## config.mk

```make
export PLATFORM = sky130hd
export DESIGN_NAME = maybe_rle_encoder
export DESIGN_NICKNAME = d
export VERILOG_FILES = /design/src/rtl/maybe_rle_encoder.sv
export SDC_FILE = /design/constraint.sdc
export NUM_CORES = 1
export LEC_CHECK = 0
export BUFFER_PORTS_ARGS = -buffer_cell sky130_fd_sc_hd__buf_2
export CORE_MARGIN = 3
export CORE_UTILIZATION = 40
export CTS_CLUSTER_SIZE = 14
export DETAILED_ROUTE_END_ITERATION = 6
export PLACE_DENSITY = 0.75
export SLEW_MARGIN = 20
export SYNTH_ARGS = -nofsm -noshare
export SYNTH_HDL_FRONTEND = slang
export SYNTH_SLANG_ARGS = --single-unit
```

## constraint.sdc

```tcl
create_clock -name clk -period 1.95 [get_ports clk]
set_clock_uncertainty 0.05 [all_clocks]
set_input_delay 0.0975 -clock clk [delete_from_list [all_inputs] [get_ports clk]]
set_output_delay 0.0975 -clock clk [all_outputs]
set_load 0.01 [all_outputs]
```

## src/rtl/maybe_rle_encoder.sv

```systemverilog
// ---------------------------------------------------------------------------
// maybe_rle_encoder
//
// Run-length encoder for a Maybe-Word8 stream. It merges consecutive equal
// Just bytes into (byte, count) pairs. Each pair is emitted as a registered
// Maybe value. Nothing cycles are skipped and do not end the current run.
// A flush request closes the open run so that its pair can be drained.
//
// Ports:
//   clk     in   1        rising-edge clock
//   rst     in   1        synchronous active-high reset (discards open run)
//   __in0   in   1        Just flag (1 = __in1 valid)
//   __in1   in   8        payload byte
//   __in2   in   1        flush request (pulse or level)
//   __out0  out  1        Just flag of emitted pair (one-cycle pulse)
//   __out1  out  8        run byte, 0 when __out0 = 0
//   __out2  out  COUNT_W  run length 1..2^COUNT_W-1, 0 when __out0 = 0
//   __out3  out  16       pairs emitted since reset, wrapping
//                         (present only when MAYBE_RLE_STATS_EN is defined)
//
// Parameter COUNT_W (2..16) sets the width of the count field.
// ---------------------------------------------------------------------------
module maybe_rle_encoder #(
  parameter int COUNT_W = 4
) (
  input  logic               clk,
  input  logic               rst,
  input  logic               __in0,
  input  logic [7:0]         __in1,
  input  logic               __in2,
  output logic               __out0,
  output logic [7:0]         __out1,
  output logic [COUNT_W-1:0] __out2
`ifdef MAYBE_RLE_STATS_EN
  ,
  output logic [15:0]        __out3
`endif
);

  // Longest run that fits in the count field (all ones).
  localparam logic [COUNT_W-1:0] MAXLEN = {COUNT_W{1'b1}};

  logic               run_active_q, run_active_d;
  logic [7:0]         run_byte_q,   run_byte_d;
  logic [COUNT_W-1:0] run_len_q,    run_len_d;
  logic               flush_pend_q, flush_pend_d;

  logic               out_valid_q,  out_valid_d;
  logic [7:0]         out_byte_q,   out_byte_d;
  logic [COUNT_W-1:0] out_len_q,    out_len_d;

  logic               flush_eff;
  logic               match;

  // A flush that could not be honoured last cycle remains active.
  assign flush_eff = __in2 | flush_pend_q;

  // run_len never exceeds MAXLEN, so "< MAXLEN" is the same as "!= MAXLEN".
  assign match = __in0 & run_active_q & (__in1 == run_byte_q) &
                 (run_len_q != MAXLEN);

  always_comb begin
    run_active_d = run_active_q;
    run_byte_d   = run_byte_q;
    run_len_d    = run_len_q;
    flush_pend_d = flush_pend_q;
    out_valid_d  = 1'b0;
    out_byte_d   = 8'd0;
    out_len_d    = '0;

    if (!__in0) begin
      // Nothing: only a flush can change anything.
      if (flush_eff) begin
        if (run_active_q) begin
          out_valid_d = 1'b1;
          out_byte_d  = run_byte_q;
          out_len_d   = run_len_q;
        end
        run_active_d = 1'b0;
        run_byte_d   = 8'd0;
        run_len_d    = '0;
        flush_pend_d = 1'b0;
      end
    end else if (match) begin
      if (flush_eff) begin
        // Fold the matching byte into the pair and close the run together.
        out_valid_d  = 1'b1;
        out_byte_d   = run_byte_q;
        out_len_d    = run_len_q + 1'b1;
        run_active_d = 1'b0;
        run_byte_d   = 8'd0;
        run_len_d    = '0;
        flush_pend_d = 1'b0;
      end else begin
        run_len_d    = run_len_q + 1'b1;
        flush_pend_d = 1'b0;
      end
    end else if (!run_active_q) begin
      // The new run cannot be flushed in the cycle that opens it, so any
      // flush request is held for the next cycle.
      run_active_d = 1'b1;
      run_byte_d   = __in1;
      run_len_d    = {{(COUNT_W-1){1'b0}}, 1'b1};
      flush_pend_d = flush_eff;
    end else begin
      // Mismatch or saturated run: emit the old pair and start a new run.
      // Only one pair can leave per cycle, so the flush is deferred.
      out_valid_d  = 1'b1;
      out_byte_d   = run_byte_q;
      out_len_d    = run_len_q;
      run_active_d = 1'b1;
      run_byte_d   = __in1;
      run_len_d    = {{(COUNT_W-1){1'b0}}, 1'b1};
      flush_pend_d = flush_eff;
    end
  end

  always_ff @(posedge clk) begin
    if (rst) begin
      run_active_q <= 1'b0;
      run_byte_q   <= 8'd0;
      run_len_q    <= '0;
      flush_pend_q <= 1'b0;
      out_valid_q  <= 1'b0;
      out_byte_q   <= 8'd0;
      out_len_q    <= '0;
    end else begin
      run_active_q <= run_active_d;
      run_byte_q   <= run_byte_d;
      run_len_q    <= run_len_d;
      flush_pend_q <= flush_pend_d;
      out_valid_q  <= out_valid_d;
      out_byte_q   <= out_byte_d;
      out_len_q    <= out_len_d;
    end
  end

  assign __out0 = out_valid_q;
  assign __out1 = out_byte_q;
  assign __out2 = out_len_q;

`ifdef MAYBE_RLE_STATS_EN
  logic [15:0] stats_q, stats_d;

  // The counter updates on the same edge that loads the output pair. As a
  // result, the new count appears together with __out0 = 1.
  always_comb begin
    stats_d = stats_q + {15'd0, out_valid_d};
  end

  always_ff @(posedge clk) begin
    if (rst) begin
      stats_q <= 16'd0;
    end else begin
      stats_q <= stats_d;
    end
  end

  assign __out3 = stats_q;
`endif

endmodule

```

Word-level counts from Yosys, hierarchy flattened
Cells that the tools add are included.

cells by class
  reductions and logical operators = 1
  equality and inequality tests = 2
  add/subtract/negate cells = 1
  bitwise operators = 4
  mux-type cells = 28

operators by type and width
  kind                                                           count
  8-bit 2-to-1 mux                                               8
  4-bit 2-to-1 mux                                               9
  1-bit 2-to-1 mux                                               11
  8-bit equality test                                            1
  4-bit by 1-bit adder with 4-bit output, second input constant  1
  4-bit inequality test, second input constant                   1
  1-bit AND                                                      3
  2-bit nonzero test                                             1
  1-bit OR                                                       1

storage, ports and cells
  output and inout port bits = 13
  input bits = 12
  logic and storage cells = 43
  flip-flop bits (word level) = 27

Longest topological paths before layout
  depth after elaboration = 5
  mapped depth = 7
  depth with buffers taken out = 6

Worst setup path before layout
OpenSTA, ideal clock, no wires.

  path kind = reg2reg
  start point = reg run_len_q[0]
  end point = reg out_len_q[0] (netlist: __out2[0])
  buffers on the path = 1
  library setup time = 0.067 ns
  slack = 0.000 ns
  arrival time = 1.833 ns
  required time = 1.833 ns
  cell stages (with the launch flop) = 8
  period minus slack after synthesis = 1.950 ns
  path through = dfxtp_1 -> ha_1 -> nand3_1 -> nand3_1 -> or4_1 -> buf_2 -> or3_1 -> a21oi_2

between the ends
  longest elaborated chain between the ends = 4
  elaborated cells between the ends (all ways) = 8
  those cells by class = add/sub (1); eq/ne (1); mux (5); bitwise (1)

RTL lines
  what                                                                             RTL line  source
  start: declaration                                                               45        logic [COUNT_W-1:0] run_len_q, run_len_d;
  start signal: assignment                                                         130       run_len_q <= run_len_d;
  4-bit by 1-bit adder with 4-bit output or 4-bit inequality test (tied branches)  89, 60
  4-bit 2-to-1 mux or 1-bit AND (tied branches)                                    85, 59
  4-bit 2-to-1 mux                                                                 84        end else if (match) begin
  4-bit 2-to-1 mux (*)                                                             71        if (!__in0) begin
  end signal: assignment                                                           134       out_len_q <= out_len_d;
  end: declaration                                                                 50        logic [COUNT_W-1:0] out_len_q, out_len_d;

Every way passes the cells marked *; elsewhere a longest branch is shown, timed or not.
A chain may end at the register's enable or synchronous reset.

Worst setup path after layout
Same ends and word-level chain as after synthesis.

==> impl_metrics.env <==
export IMPL_tightest_slew_ns=0.4545
export IMPL_slew_headroom_pct=69.43
export IMPL_dr_max_layer_used="met4"
export IMPL_hpwl_mm=1.852
export IMPL_initial_utilization_pct=44.30
export IMPL_gp_congestion=0.8418
export IMPL_fin_crit_sh_pct=95.23
export IMPL_ys_warn_count=0
export IMPL_drv_slew=0
export IMPL_power_total_mw=0.9388
export IMPL_tns_ns=0
export IMPL_overflow=0
export IMPL_critPathLaunchType="flop"
export IMPL_avgSynthCellArea_sq_um=9.565
export IMPL_critPathKind="reg -> reg"
export IMPL_area_delta_synth_final_pct=19.89
export IMPL_ios=25
export IMPL_syn_nets=134
export IMPL_cts_tree="done"
export IMPL_wl_met3_um=123
export IMPL_cts_setup_buffers=0
export IMPL_critical_path_top_delay_family="simple AND/OR/NAND/NOR gates"
export IMPL_h_tree_depth=1
export IMPL_drv_cap=0
export IMPL_dp_cells=178
export IMPL_cts_buffer_depth=2
export IMPL_groute_usage_overall_pct=15.19
export IMPL_core_area_sq_mm=0.002613
export IMPL_violations="negative hold slack"
export IMPL_route_met2_wl_mm=1.283
export IMPL_worstPathRequired_ns=2.18
export IMPL_synth_cell_types=30
export IMPL_final_area_sq_mm=0.001388
export IMPL_route_detailed_drc=0
export IMPL_die_x_um=59.79
export IMPL_postPlaceCellArea_sq_mm=0.001345
export IMPL_reg2reg_from="run_len_q[0]"
export IMPL_fill_cells=247
export IMPL_setup_violations=0
export IMPL_final_cell_mix="dfxtp_1, buf_2, nand3_1"
export IMPL_dr_total_vias=1013
export IMPL_path_clk_slew_ns=0.15
export IMPL_rows=18
export IMPL_clk_insertion_delay_late_ns=0.34
export IMPL_min_period_ns=1.857
export IMPL_cp_cell_sequence="ha_1 > nand3_1 > nand3_1 > or4_4 > or3_1 > a21oi_2"
export IMPL_critical_path_depth=6
export IMPL_numPortBuffers=24
export IMPL_final_antenna_net_count=0
export IMPL_n_antenna_cell=0
export IMPL_numCtsBuffers=3
export IMPL_drt_iter0_drc=31
export IMPL_antenna_found_initial=0
export IMPL_p_leak_nw=0.5434
export IMPL_critPathBufInv=0
export IMPL_min_from="__in1[6]"
export IMPL_design_die_area_sq_mm=0.003575
export IMPL_hold_depth=3
export IMPL_cts_root_buf="clkbuf_4"
export IMPL_instances_no_fill=183
export IMPL_hold_viol_final=1
export IMPL_ys_seq_elements=27
export IMPL_final_common_cell="dfxtp_1"
export IMPL_cpMostUsedCell="nand3_1"
export IMPL_hold_ws_ns=-0.002006
export IMPL_hp_class="in -> reg"
export IMPL_crit_arrival_ns=2.08
export IMPL_yosysSeqAreaShare_pct=46.70
export IMPL_end_kind="flop"
export IMPL_power_density_mw_per_mm2=676.6
export IMPL_postSynthCellCount=121
export IMPL_drive_gt1_share_pct=30.72
export IMPL_slowest_stage="or4_4"
export IMPL_fin_nets=167
export IMPL_viasPerCell=5.536
export IMPL_grt_pass1_vias=927
export IMPL_critPathLaunch="run_len_q[0]"
export IMPL_status="complete, but fails checks"
export IMPL_syn_cell_area_sq_mm=0.001157
export IMPL_drt_wirelength_per_cell_um=13.84
export IMPL_cts_num_sinks=27
export IMPL_max_freq_ghz=0.5385
export IMPL_die_h_um=59.79
export IMPL_reg2regPathDepth=6
export IMPL_ir_drop_mv=0.3688
export IMPL_grt_pass1_wl_mm=4.112
export IMPL_cp_max_fo=5
export IMPL_grt_start_max_net_pins=20
export IMPL_drt_met1_wl_mm=1.061
export IMPL_crit_path_max_incr_delay_ns=0.52
export IMPL_drt_total_wl_mm=2.533
export IMPL_first_pass_iters=4
worst paths after layout:
| check | endpoint | slack (ns) |
|---|---|---|
| max reg2reg | __out2[0] | 0.09 |
| min | run_byte_q[6] | -0.002 |
| min reg2reg | run_byte_q[0] | 0.45 |
| max | __out2[0] | 0.09 |
timing repair:
| item | CTS | global route |
|---|---|---|
| setup endpoints to repair | 0 | 4 |
| hold buffers | 0 | 1 |
| gates resized for setup | 0 | 2 |
| endpoints found under the hold margin | 0 | 1 |
cells in the mapped netlist:
library cell / n / area [sq um]
dlygate4sd1_1: 1 / 8.760
o311ai_0: 8 / 70.07
o21ai_0: 1 / 5.000
or3_1: 1 / 6.260
or2_2: 1 / 6.260
a21oi_2: 1 / 8.760
clkbuf_8: 1 / 13.76
o31ai_4: 1 / 21.27
nand4_1: 2 / 12.51
inv_2: 1 / 3.750
buf_2: 3 / 15.01
nand2_1: 2 / 7.510
a21boi_0: 1 / 7.510
nor3_1: 3 / 15.01
clkbuf_1: 3 / 11.26
nor2_1: 2 / 7.510
nand2b_1: 3 / 18.77
a21oi_1: 15 / 75.07
buf_6: 1 / 11.26
and2_1: 8 / 50.05
nor4_2: 1 / 12.51
a22oi_1: 2 / 15.01
nor4_1: 1 / 6.260
xnor2_1: 9 / 78.83
o211a_1: 1 / 10.01
a211o_1: 1 / 8.760
ha_1: 1 / 12.51
nand3_1: 18 / 90.09
or4_1: 1 / 7.510
dfxtp_1: 27 / 540.5
final cells by class:
cell class,count,area [sq um],area share [%]
Clock inverter,1,5.005,0.3607
Sequential cell,27,541.8,39.04
Multi-Input combinational cell,84,556.8,40.13
Tap cell,30,37.54,2.705
Inverter,1,3.754,0.2705
Timing Repair Buffer,37,220.2,15.87
Clock buffer,3,22.52,1.623
worst min-delay path: stages:
cell and delay [ns]:
buf_2 0.11, o311ai_0 0.09, a21oi_1 0.07
state kept, by name, summed over array words and instances, names as in the netlist:
| register | flops |
|---|---|
| __out1 | 8 |
| run_byte_q | 8 |
| run_active_q | 1 |
| __out0 | 1 |
| run_len_q | 4 |
| __out2 | 4 |
| flush_pend_q | 1 |
through the flow:
stage	hold slack (ns)	worst slack [ns]	utilization (%)
3_3_place_gp	0.3608	0.1144	51.48
6_report	-0.002006	0.09292	53.11
2_1_floorplan	0.1967	0.000004885	-
3_5_place_dp	0.3750	0.05756	51.48
5_1_grt	0.004721	-0.02974	53.11
4_1_cts	0.002886	0.03112	52.54
logic make-up (layout without fill, tap and decap cells):
kind of cell | count (synthesis) | count (layout) | share of synthesized area [%]
AOI/OAI and AO/OA | 31 | 31 | 19.13
buffers and inverters | 10 | 42 | 5.513
and+or+nand+nor | 43 | 43 | 20.76
adders and majority gates | 1 | 1 | 1.081
xor gates and xnor gates | 9 | 9 | 6.811
DFF | 27 | 27 | 46.70
layer usage:
| metal | up-vias | track usage (%) |
|---|---|---|
| met5 | - | 0 |
| met4 | 0 | 8.544 |
| met3 | 5 | 2.160 |
| met2 | 26 | 24.69 |
| met1 | 473 | 19.03 |
| li1 | 509 | - |
where the power goes:
group / switching, mW / total [mW] / internal, mW
Clock: 0.171 / 0.248 / 0.0773
Sequential: 0.00931 / 0.576 / 0.566
Combinational: 0.0664 / 0.115 / 0.0487
Total: 0.246 / 0.939 / 0.692
No activity file was read; power rests on OpenSTA's default activity.
